--- src/rtl/riscv_lsu_pkg.sv ---
// Shared load/store definitions: size codes (common with the decoder), FSM states
// and the default memory timeout.
package riscv_lsu_pkg;

  localparam logic [2:0] LDST_B  = 3'd0;
  localparam logic [2:0] LDST_H  = 3'd1;
  localparam logic [2:0] LDST_W  = 3'd2;
  localparam logic [2:0] LDST_BU = 3'd4;
  localparam logic [2:0] LDST_HU = 3'd5;

  localparam int unsigned LSU_TIMEOUT_CYCLES = 255;

  typedef enum logic [1:0] {
    S_IDLE = 2'd0,
    S_REQ  = 2'd1,
    S_WAIT = 2'd2,
    S_DONE = 2'd3
  } lsu_state_e;

endpackage

--- src/rtl/riscv_lsu_align.sv ---
// Byte-lane steering: store byte-enable/write-data replication and load
// lane extraction with sign or zero extension.
module riscv_lsu_align
  import riscv_lsu_pkg::*;
(
  input  logic [2:0]  st_size_i,
  input  logic [1:0]  st_off_i,
  input  logic [31:0] st_data_i,
  input  logic [2:0]  ld_size_i,
  input  logic [1:0]  ld_off_i,
  input  logic [31:0] rdata_i,
  output logic [3:0]  be_o,
  output logic [31:0] wdata_o,
  output logic [31:0] ldata_o
);

  logic [7:0]  byte_sel;
  logic [15:0] half_sel;

  assign byte_sel = rdata_i[{ld_off_i, 3'b000} +: 8];
  assign half_sel = rdata_i[{ld_off_i[1], 4'b0000} +: 16];

  // Loads drive the same enable pattern as a store of that size.
  always_comb begin
    be_o    = 4'b0000;
    wdata_o = st_data_i;
    case (st_size_i)
      LDST_B, LDST_BU: begin
        be_o    = 4'b0001 << st_off_i;
        wdata_o = {4{st_data_i[7:0]}};
      end
      LDST_H, LDST_HU: begin
        be_o    = 4'b0011 << st_off_i;
        wdata_o = {2{st_data_i[15:0]}};
      end
      LDST_W:  be_o = 4'b1111;
      default: be_o = 4'b0000;
    endcase
  end

  always_comb begin
    ldata_o = 32'h0;
    case (ld_size_i)
      LDST_B:  ldata_o = {{24{byte_sel[7]}}, byte_sel};
      LDST_BU: ldata_o = {24'h0, byte_sel};
      LDST_H:  ldata_o = {{16{half_sel[15]}}, half_sel};
      LDST_HU: ldata_o = {16'h0, half_sel};
      LDST_W:  ldata_o = rdata_i;
      default: ldata_o = 32'h0;
    endcase
  end

endmodule

--- src/rtl/riscv_lsu.sv ---
// Load/store controller: one memory transaction per instruction, stalling the
// core until the grant (stores) or read data (loads) arrives, with a timeout.
module riscv_lsu
  import riscv_lsu_pkg::*;
#(
  parameter int unsigned TIMEOUT_CYCLES = LSU_TIMEOUT_CYCLES,
  parameter int unsigned TO_W           = 8
) (
  input  logic        clk_i,
  input  logic        arstn_i,
  input  logic        lsu_req_i,
  input  logic        lsu_we_i,
  input  logic [2:0]  lsu_size_i,
  input  logic [31:0] lsu_addr_i,
  input  logic [31:0] lsu_data_i,
  output logic [31:0] lsu_data_o,
  output logic        lsu_stall_req_o,
  output logic        lsu_misaligned_o,
  output logic        lsu_err_o,
  output logic        mem_req_o,
  output logic        mem_we_o,
  output logic [3:0]  mem_be_o,
  output logic [31:0] mem_addr_o,
  output logic [31:0] mem_wdata_o,
  input  logic        mem_gnt_i,
  input  logic        mem_rvalid_i,
  input  logic [31:0] mem_rdata_i
);

  lsu_state_e      state_q, state_d;
  logic [TO_W-1:0] cnt_q, cnt_d;
  logic [31:0]     data_q, data_d;
  logic            err_q, err_d;
  logic [1:0]      off_q;
  logic [2:0]      size_q;
  logic            we_q;

  logic            size_bad, accept, timeout;
  logic [3:0]      be;
  logic [31:0]     wdata, ldata;

  always_comb begin
    size_bad = 1'b0;
    case (lsu_size_i)
      LDST_B, LDST_BU: size_bad = 1'b0;
      LDST_H, LDST_HU: size_bad = lsu_addr_i[0];
      LDST_W:          size_bad = |lsu_addr_i[1:0];
      default:         size_bad = 1'b1;
    endcase
  end

  assign accept  = (state_q == S_IDLE) && lsu_req_i && !size_bad;
  assign timeout = (cnt_q == TO_W'(TIMEOUT_CYCLES - 1));

  riscv_lsu_align u_align (
    .st_size_i (lsu_size_i),
    .st_off_i  (lsu_addr_i[1:0]),
    .st_data_i (lsu_data_i),
    .ld_size_i (size_q),
    .ld_off_i  (off_q),
    .rdata_i   (mem_rdata_i),
    .be_o      (be),
    .wdata_o   (wdata),
    .ldata_o   (ldata)
  );

  always_comb begin
    state_d = state_q;
    cnt_d   = cnt_q;
    data_d  = data_q;
    err_d   = 1'b0;
    case (state_q)
      S_IDLE: begin
        if (accept) begin
          cnt_d = '0;
          if (!mem_gnt_i)    state_d = S_REQ;
          else if (lsu_we_i) state_d = S_DONE;
          else               state_d = S_WAIT;
        end
      end
      S_REQ: begin
        if (mem_gnt_i) begin
          cnt_d   = '0;
          state_d = we_q ? S_DONE : S_WAIT;
        end else if (timeout) begin
          err_d   = 1'b1;
          data_d  = 32'h0;
          state_d = S_DONE;
        end else begin
          cnt_d = cnt_q + 1'b1;
        end
      end
      S_WAIT: begin
        if (mem_rvalid_i) begin
          data_d  = ldata;
          state_d = S_DONE;
        end else if (timeout) begin
          err_d   = 1'b1;
          data_d  = 32'h0;
          state_d = S_DONE;
        end else begin
          cnt_d = cnt_q + 1'b1;
        end
      end
      default: state_d = S_IDLE;
    endcase
  end

  always_ff @(posedge clk_i or negedge arstn_i) begin
    if (!arstn_i) begin
      state_q <= S_IDLE;
      cnt_q   <= '0;
      data_q  <= 32'h0;
      err_q   <= 1'b0;
    end else begin
      state_q <= state_d;
      cnt_q   <= cnt_d;
      data_q  <= data_d;
      err_q   <= err_d;
    end
  end

  // Issue registers steer load extraction after the request phase.
  always_ff @(posedge clk_i) begin
    if (accept) begin
      off_q  <= lsu_addr_i[1:0];
      size_q <= lsu_size_i;
      we_q   <= lsu_we_i;
    end
  end

  // Combinational outputs are forced low while reset is asserted.
  assign lsu_misaligned_o = arstn_i && lsu_req_i && size_bad;
  assign mem_req_o        = arstn_i && (accept || state_q == S_REQ);
  assign lsu_stall_req_o  = arstn_i && (accept || state_q == S_REQ || state_q == S_WAIT);
  assign mem_we_o         = arstn_i && lsu_we_i;
  assign mem_be_o         = arstn_i ? be : 4'b0000;
  assign mem_addr_o       = arstn_i ? {lsu_addr_i[31:2], 2'b00} : 32'h0;
  assign mem_wdata_o      = arstn_i ? wdata : 32'h0;
  assign lsu_data_o       = data_q;
  assign lsu_err_o        = err_q;

endmodule

--- config.mk ---
export PLATFORM = sky130hd
export DESIGN_NAME = riscv_lsu
export DESIGN_NICKNAME = d
export VERILOG_FILES = /design/src/rtl/riscv_lsu_pkg.sv /design/src/rtl/riscv_lsu_align.sv /design/src/rtl/riscv_lsu.sv
export SDC_FILE = /design/constraint.sdc
export NUM_CORES = 1
export LEC_CHECK = 0
export ABC_CLOCK_PERIOD_IN_PS = 1950
export BUFFER_PORTS_ARGS = -buffer_cell sky130_fd_sc_hd__buf_2
export CORE_UTILIZATION = 30
export DETAILED_ROUTE_END_ITERATION = 8
export PLACE_DENSITY = 0.6
export SETUP_SLACK_MARGIN = 0.2
export SLEW_MARGIN = 20
export SYNTH_ARGS = -nofsm -noshare
export SYNTH_HDL_FRONTEND = slang
export SYNTH_SLANG_ARGS = --single-unit
export TNS_END_PERCENT = 30
--- constraint.sdc ---
create_clock -name clk_i -period 1.95 [get_ports clk_i]
set_input_delay 0.39 -clock clk_i [delete_from_list [all_inputs] [get_ports clk_i]]
set_output_delay 0.39 -clock clk_i [all_outputs]
set_load 0.01 [all_outputs]
==> flow_summary_export.csv, run 1 <==
group,metric,value,unit
worst_setup_path,arrival,2170,ps
detailed_routing,wire_per_inst,16.2,µm
floorplanning,rows,39,
yosys,synth_edf_count,6,
yosys,synth_area,3520,µm²
pwr,ir_drop,0.000679,V
yosys,synth_top_area_share,0.306,
grt,top_usage_layer,"met2",
floorplanning,start_util,0.308,
placed_design,hpwl,8.89,mm
finish,drive_above_1_share,0.509,
floorplanning,die_y,110,µm
detailed_routing,drt_iter0_drc,165,
worst_setup_path,r2r_cells,8,
placed_design,io_buffers,207,
pwr,power.density,936,nW/µm²
sta,clock.fmax,503,MHz
detailed_routing,vias,3975,
worst_setup_path,worstReg2RegStart,"cnt_q[0]",
yosys,synthFlopType,"dfrtp_1",
clock_tree,cts_max_path_buffers,2,
detailed_routing,drc,0,
yosys,ys_seq_area_frac,0.357,
sta,slew_violations,0,
clock_tree,clk_latency,300,ps
grt,grt_pass1_wl,18.1,mm
detailed_routing,firstDrtPassIters,4,
sta,finalCritPeriodShare,1.02,
grt,grt_max_degree,61,
yosys,yosysTopAreaCell,"dfrtp_1",
pwr,power_leakage,2.77,nW
sta,setup_ws,-36.7,ps
floorplanning,core_area,11400,µm²
detailed_routing,ant_nets,0,
yosys,syn_inst,375,
detailed_routing,vias_per_cell,5.27,
clock_tree,cts.sinks,49,
grt,grt_usage,0.192,
worst_setup_path,crit_type,"flop to flop",
worst_setup_path,crit_path_cell_trace,"inv_1 -> ha_2 -> nand3_2 -> nand2b_4 -> a221o_2 -> buf_12 -> buf_16 -> a221o_1",
worst_setup_path,start_kind,"flop",
floorplanning,die_width,110,µm
grt,gr-usage-met2,0.366,
worst_setup_path,r2r_end,"lsu_data_o[25]",
yosys,ys_ff_latch,49,
floorplanning,die_area,12200,µm²
pwr,power,5.12,mW
worst_setup_path,slowest_delay,430,ps
floorplanning,ios,210,
worst_setup_path,slowest_stage,"a221o_2",
grt,grt_util_met3,0.0288,
yosys,postSynthAreaPerCell,9.38,µm²
grt,grt_remaining_overflow,0,
finish,final_core_util,0.479,
yosys,ys_types,54,
worst_setup_path,cp_max_fo,8,
worst_setup_path,r2r_slack,-40,ps
clock_tree,root_buffer,"clkbuf_16",
clock_tree,cts_max_level,2,
outcome,outcome,"finished, violations left",
outcome,failed_checks,"negative setup slack",
clock_tree,path_clk_slew,70,ps
placed_design,gp_congestion,0.853,
sta,fin_worst_skew,9.05,ps
clock_tree,cts_buffers,5,
clock_tree,cts_tree,"yes",
grt,use_met1,0.223,
clock_tree,cts_hold_buf,0,
hold_path,min_path_type,"input pin to asynchronous set/reset pin",
detailed_routing,wl,12.2,mm
yosys,synth_warnings,0,
worst_setup_path,crit_path_end_kind,"flop",
yosys,synthArstFlopShare,0.878,
sta,setup_viol,15,
grt,grt_pass1_vias,3649,
sta,layout_min_cycle_time,1990,ps
sta,rsz0062_at_grt,"true",
yosys,yosys-top-cells-area,"dfrtp_1 31%, and2_1 9.1%, mux2i_1 6.8%",
sta,holdWs,55.0,ps
finish,antenna_cells,0,
run,drv_cap,0,
finish,area_delta_synth_final,55.5,%
worst_setup_path,cp.required,2140,ps
grt,antenna_found_initial,0,
finish,fin_nets,722,
sta,hold_viol_final,0,
routing by layer:
metal  routed length, µm  vias to the layer above
li1                    -                     1876
met1                4780                     1889
met2                6380                      197
met3                 878                       13
met4                 152                        0
met5                   0                        -
worst max-delay path by stage:
stage / start / end / slack (ps)
finish: cnt_q[0] / lsu_data_o[25] / -40
global route: cnt_q[0] / lsu_data_o[27] / -110
CTS: lsu_addr_i[1] / lsu_stall_req_o / -10
detailed placement: lsu_size_i[0] / lsu_stall_req_o / -50
global placement: lsu_size_i[0] / lsu_stall_req_o / -50
floorplan: cnt_q[0] / lsu_data_o[3] / 70
critical path: cells and delay by family (launching register included):
kind	cells	cell delay [ps]
adders and majority gates	1	190
buffers and inverters	3	350
AOI/OAI and AO/OA	2	740
and+or+nand+nor	2	230
DFF	1	370
stage by stage:
step           TNS, ps  std cells  cell area, µm²  setup slack, ps
2_1_floorplan        0        376            3580             66.8
3_3_place_gp     -83.8        728            4910            -47.8
3_5_place_dp     -96.5        728            4910            -52.4
4_1_cts          -35.2        748            5290            -12.0
5_1_grt          -1520        754            5470             -107
6_report          -293        754            5470            -36.7
report_power, final:
| group | switching [mW] | internal (mW) |
|---|---|---|
| logic | 1.26 | 1.37 |
| registers | 0.226 | 1.38 |
| clock network | 0.408 | 0.479 |
layout by cell type, fill, tap and decap left out, types with 3 or more instances in the layout:
cell and count:
nor2_1 8, nand2_1 14, buf_6 11, a22o_1 4
buf_8 4, a221oi_1 8, nand2b_1 3, ha_2 3
o21ai_0 21, a21boi_1 6, o2bb2ai_1 5, dfrtp_1 43
inv_1 8, nand3_1 7, a31oi_1 5, buf_2 202
nor3_1 5, ha_1 3, a221o_1 22, nand2_2 5
o31a_1 3, buf_4 32, a31o_2 4, a21oi_1 8
and3_1 8, edfxtp_1 6, and2_1 48, mux2i_1 24
o21a_1 6, clkbuf_16 6, o21ai_1 3, nor2b_1 12
o2bb2ai_2 4, buf_12 6, nand4_1 3
sequential cells by signal (all words and copies together), names as in the netlist:
| register | cells |
|---|---|
| cnt_q | 8 |
| lsu_err_o | 1 |
| size_q | 3 |
| off_q | 2 |
| state_q | 2 |
| lsu_data_o | 32 |
| we_q | 1 |
synthesized netlist by cell type, drive strengths merged, types with 2 or more instances:
cell type and instances:
mux4 2, nor3b 3, a21oi 9, a221o 23
nand2b 4, buf 14, mux2 2, nand4 3
nor2b 13, a31o 5, nor3 5, ha 7
a21boi 9, dfrtp 43, nand3 8, a22o 4
a21o 2, a221oi 8, nor2 10, edfxtp 6
o21ai 26, nand2 19, o211ai 2, clkbuf 17
o2bb2ai 9, and2 51, o31a 3, o21a 6
mux2i 24, and3 9, inv 9, a31oi 5
final cells by class:
type	instances	area [µm²]
Inverter	9	33.8
Timing Repair Buffer	258	1620
Clock inverter	3	20.0
Fill cell	1103	5950
Clock buffer	5	125
Tap cell	143	179
Sequential cell	49	1260
Multi-Input combinational cell	287	2240
kinds of logic after synthesis:
kind of cell,Yosys count,synth area share
flip-flops,49,0.357
adder cells (fa/ha/maj),7,0.0249
multiplexers,28,0.0875
AO/OA/AOI/OAI,121,0.264
other,1,0.00107
AND/OR/NAND/NOR,129,0.211
buffers and inverters,40,0.0544
timing repair:
| action | CTS | global route |
|---|---|---|
| cloned | 2 | 0 |
| buffers inserted | 10 | 6 |
| setup endpoints to repair | 59 | 61 |
| pin swaps | 17 | 25 |
| gates resized for setup | 31 | 39 |
Power figures use the tool's default switching activity.
==> run 2: changes to the inputs <==
- ABC_AREA: not set -> 1
- PLACE_DENSITY: 0.6 -> 0.59
==> flow_summary_export.csv, run 2 <==
group,metric,value,unit
grt,grt_pass1_vias,4064,
sta,slew_violations,0,
yosys,synth_edf_count,6,
worst_setup_path,start_kind,"flop",
detailed_routing,vias_per_cell,4.44,
detailed_routing,firstDrtPassIters,4,
placed_design,gp_congestion,0.877,
sta,fin_worst_skew,3.26,ps
floorplanning,die_y,113,µm
placed_design,hpwl,9.51,mm
detailed_routing,vias,4391,
finish,antenna_cells,0,
finish,layout_commonest_cell,"nand2_1",
worst_setup_path,arrival,1450,ps
pwr,power_leakage,3.41,nW
yosys,ys_seq_area_frac,0.338,
yosys,synth.most_common_cell,"nand2_1",
finish,fin_nets,931,
clock_tree,cts_max_level,2,
yosys,synth_warnings,0,
yosys,synth_area,3720,µm²
clock_tree,clk_latency,290,ps
sta,setup_tns,0,ps
floorplanning,die_width,113,µm
worst_setup_path,slowest_stage,"dfrtp_1",
worst_setup_path,worstReg2RegStart,"state_q[0]",
grt,grt_pass1_wl,19.8,mm
grt,grt_max_degree,33,
floorplanning,rows,40,
yosys,ys_types,33,
worst_setup_path,r2r_end,"lsu_data_o[24]",
worst_setup_path,cp_max_fo,4,
yosys,yosys-top-cells-area,"dfrtp_1 29%, nand2_1 22%, inv_1 9.3%",
detailed_routing,wl,12.6,mm
grt,grt_usage,0.192,
clock_tree,cts.sinks,49,
sta,holdWs,69.6,ps
run,drv_cap,0,
worst_setup_path,cp.required,1560,ps
finish,layout_common_cells,"214 x nand2_1, 206 x buf_2, 86 x inv_1, 73 x nor2_1, 43 x dfrtp_1",
detailed_routing,drc,0,
yosys,yosysTopAreaCell,"dfrtp_1",
worst_setup_path,cp_common_cell,"inv_2",
yosys,ys_ff_latch,49,
hold_path,min_path_type,"input pin to asynchronous set/reset pin",
finish,area_delta_synth_final,45.0,%
worst_setup_path,crit_path_end_kind,"output port",
yosys,synth_top_area_share,0.290,
detailed_routing,wire_per_inst,12.8,µm
sta,rsz0062_at_grt,"true",
yosys,synthFlopType,"dfrtp_1",
detailed_routing,ant_nets,0,
pwr,ir_drop,0.000424,V
floorplanning,start_util,0.308,
clock_tree,cts_tree,"yes",
placed_design,io_buffers,207,
sta,setup_viol,0,
floorplanning,ios,210,
grt,antenna_found_initial,0,
worst_setup_path,crit_type,"flop to output port",
yosys,postSynthAreaPerCell,6.25,µm²
detailed_routing,drt_iter0_drc,253,
worst_setup_path,slowest_delay,390,ps
sta,layout_min_cycle_time,1840,ps
pwr,power.density,927,nW/µm²
grt,grt_remaining_overflow,0,
clock_tree,cts_max_path_buffers,2,
clock_tree,cts_buffers,5,
floorplanning,die_area,12800,µm²
sta,hold_viol_final,0,
sta,clock.fmax,545,MHz
sta,finalCritPeriodShare,0.942,
worst_setup_path,crit_path_cell_trace,"inv_2 -> ha_4 -> nand2_2 -> inv_2 -> nand3_2 -> nand2_2 -> inv_2 -> a21oi_2 -> buf_2",
finish,drive_above_1_share,0.338,
worst_setup_path,r2r_cells,8,
outcome,outcome,"complete, no violations",
clock_tree,path_clk_slew,70,ps
yosys,ys_top_cells_by_count,"219 x nand2_1, 92 x inv_1, 73 x nor2_1",
yosys,syn_inst,595,
yosys,synthArstFlopShare,0.878,
finish,largest_register_ffs,32,
clock_tree,root_buffer,"clkbuf_16",
worst_setup_path,r2r_slack,190,ps
floorplanning,core_area,12100,µm²
==> run 2: cell families (layout without fill, tap and decap cells) <==
logic type      Yosys count  after routing  share of synthesized area
flops                    49             49                      0.338
compound gates           76             76                      0.124
buf+inv                 120            344                      0.138
simple gates            342            342                      0.376
other cells               1              2                    0.00101
fa+ha+maj                 7              7                     0.0236
==> run 2: cell type report <==
cell class	count	area, µm²
Clock buffer	8	168
Fill cell	1310	6670
Inverter	95	357
Multi-Input combinational cell	427	2010
Sequential cell	49	1260
Tap cell	168	210
Timing Repair Buffer	241	1390
==> run 2: critical path, delay by kind of cell (launching register included) <==
family	cells	cell delay (ps)
fa+ha+maj	1	150
flops	1	390
buf+inv	4	320
compound gates	1	110
simple gates	3	200
==> run 2: worst max-delay path by stage <==
stage / start / endpoint / slack, ps / depth (start not counted)
floorplan: lsu_size_i[1] / mem_be_o[1] / 280 / 7
global placement: lsu_size_i[0] / lsu_stall_req_o / 170 / 9
detailed placement: state_q[0] / lsu_stall_req_o / 160 / 9
CTS: state_q[1] / lsu_stall_req_o / 100 / 9
global route: state_q[0] / lsu_stall_req_o / 30 / 9
finish: state_q[0] / lsu_stall_req_o / 110 / 9
==> run 2: metal layers <==
layer  GRT usage  routed length, µm  up-vias
met5           0                  0        -
met4      0.0430                 81        0
met3      0.0359                680        8
met2       0.328               6040      147
met1       0.251               5830     1954
li1            -                  -     2282
==> run 2: stage by stage <==
step / std cells / instance area (µm²) / power [mW] / setup WS [ps] / utilization
final: 988 / 5390 / 5.00 / 113 / 0.447
after global placement: 965 / 4990 / 3.73 / 174 / 0.414
after detailed placement: 965 / 4990 / 3.73 / 157 / 0.414
after CTS: 983 / 5250 / 4.88 / 96.2 / 0.435
after global routing: 988 / 5390 / 5.38 / 25.9 / 0.447
after floorplan: 596 / 3720 / 2.82 / 275 / -
==> run 2: timing repair <==
item / in CTS / in global routing
gates resized for setup: 7 / 18
hold endpoints to repair: 3 / 0
pin swaps: 4 / 5
hold buffers: 1 / 0
cloned: 0 / 3
setup buffers: 9 / 2
endpoints found under the setup margin: 8 / 60
==> run 2: report_power, final <==
group	leakage (nW)	internal [mW]	switching (mW)
Combinational	2.71	1.06	1.42
Clock	0.0823	0.590	0.369
Sequential	0.617	1.37	0.191
==> run 3: changes to the inputs <==
- BUFFER_PORTS_ARGS: -buffer_cell sky130_fd_sc_hd__buf_2 -> -buffer_cell sky130_fd_sc_hd__buf_4
==> flow_summary_export.csv, run 3 (synthesized netlist as in run 2, its figures left out) <==
group,metric,value,unit
detailed_routing,wire_per_inst,13.6,µm
finish,fin_nets,931,
worst_setup_path,arrival,1450,ps
pwr,switchingPower,2.11,mW
pwr,seqPwrFrac,0.287,
sta,rsz0062_at_grt,"true",
worst_setup_path,cp_max_fo,3,
worst_setup_path,start_kind,"flop",
clock_tree,cts_buffers,5,
placed_design,place_ws,134,ps
finish,antenna_cells,0,
worst_setup_path,crit_path_start,"state_q[1]",
detailed_routing,wl,13.4,mm
floorplanning,die_width,113,µm
sta,setup_viol,0,
detailed_routing,drt_iter0_drc,383,
worst_setup_path,crit_type,"flop to output port",
sta,finalCritPeriodShare,0.942,
sta,layout_min_cycle_time,1840,ps
detailed_routing,drc,0,
floorplanning,start_util,0.308,
pwr,power_leakage,3.53,nW
clock_tree,cts.sinks,49,
sta,setup_tns,0,ps
sta,hold_viol_final,0,
floorplanning,die_area,12800,µm²
outcome,outcome,"complete, no violations",
pwr,power.density,937,nW/µm²
floorplanning,rows,40,
worst_setup_path,worstReg2RegStart,"state_q[0]",
finish,area_delta_synth_final,58.1,%
clock_tree,cts_max_level,2,
pwr,power_frac_comb,0.535,
placed_design,gp_congestion,0.954,
floorplanning,ios,210,
run,drv_cap,0,
finish,fillers,1241,
placed_design,hpwl,10.3,mm
worst_setup_path,cp.required,1560,ps
hold_path,hp-start,"lsu_addr_i[1]",
pwr,p_int,3.39,mW
floorplanning,die_y,113,µm
grt,antenna_found_initial,0,
sta,clock.fmax,544,MHz
clock_tree,path_clk_slew,70,ps
finish,drive_above_1_share,0.340,
grt,grt_pass1_vias,4397,
floorplanning,core_area,12100,µm²
grt,grt_pass1_wl,21.3,mm
clock_tree,cts_max_path_buffers,2,
sta,slew_violations,0,
hold_path,min_path_type,"input pin to flop",
sta,holdWs,292,ps
pwr,power,5.51,mW
finish,final_core_util,0.487,
detailed_routing,vias_per_cell,4.58,
clock_tree,cts_hold_buf,0,
grt,grt_usage,0.206,
sta,fin_worst_skew,7.65,ps
grt,grt_remaining_overflow,0,
clock_tree,cts_tree,"yes",
clock_tree,root_buffer,"clkbuf_16",
placed_design,io_buffers,207,
detailed_routing,vias,4527,
pwr,ir_drop,0.000467,V
worst_setup_path,crit_path_end_kind,"output port",
pwr,clock_power_share,0.178,
pwr,swShare,0.384,
finish,largest_register_ffs,32,
sta,setup_ws,113,ps
clock_tree,clk_latency,290,ps
detailed_routing,ant_nets,0,
finish,layout_common_cells,"236 x buf_4, 212 x nand2_1, 86 x inv_1, 73 x nor2_1, 43 x dfrtp_1",
grt,grt_max_degree,34,
finish,layout_commonest_cell,"buf_4",
detailed_routing,firstDrtPassIters,4,
-- run 3: changes by cell type in the layout (fill, tap and decap cells not counted), moves of 2 or more --
| cell | before | now |
|---|---|---|
| buf_12 | 4 | 2 |
| buf_2 | 206 | 0 |
| buf_4 | 27 | 236 |
| nand2_1 | 214 | 212 |
| nand2_4 | 4 | 6 |
| o21ai_0 | 31 | 33 |
| o21ai_1 | 13 | 11 |
-- run 3: metrics by stage --
| stage | instances | instance area (µm²) |
|---|---|---|
| 6_report | 988 | 5880 |
| 4_1_cts | 982 | 5760 |
| 3_5_place_dp | 962 | 5480 |
| 3_3_place_gp | 962 | 5480 |
| 2_1_floorplan | 596 | 3720 |
| 5_1_grt | 988 | 5880 |
-- run 3: per-layer routing --
metal / GRT usage / share of wire
met1: 0.264 / 0.43
met2: 0.358 / 0.49
met3: 0.0348 / 0.063
met4: 0.0553 / 0.016
met5: 0 / 0
-- run 3: worst paths after layout --
path / depth (start not counted) / endpoint / slack [ps]
min reg2reg: 2 / lsu_data_o[1] / 480
max in group asynchronous: 2 / cnt_q[0] / 1340
min in group asynchronous: 2 / lsu_data_o[22] / 320
max reg2reg: 10 / lsu_data_o[18] / 150
min: 1 / off_q[1] / 290
max: 9 / lsu_stall_req_o / 110
-- run 3: layout make-up --
cell class	count	area (µm²)	share of cell area
tap	168	210	0.0358
timing repair buffer	241	1860	0.317
multi-input combinational	427	2020	0.344
sequential	49	1260	0.214
clock buffer	8	168	0.0285
inverter	95	359	0.0611
-- run 3: power by group through the flow --
stage | sequential [mW] | combinational [mW] | clock [mW]
after global placement | 1.60 | 2.41 | 0
after CTS | 1.58 | 2.66 | 1.00
after detailed placement | 1.61 | 2.44 | 0
after global routing | 1.63 | 3.24 | 1.04
after floorplan | 1.71 | 1.11 | 0
final | 1.58 | 2.94 | 0.982
-- run 3: timing repair --
item,CTS,global route
gates resized for setup,8,18
endpoints found under the setup margin,20,64
pin swaps,4,5
gates cloned,0,1
setup buffers,12,5
-- run 3: worst max-delay path, cell delays in order (launching register included) --
cell and delay, ps:
dfrtp_1 390, inv_2 110, ha_4 140, nand2_2 40, inv_2 40, nand3_2 70
nand2_2 80, inv_2 40, a21oi_2 120, buf_4 130
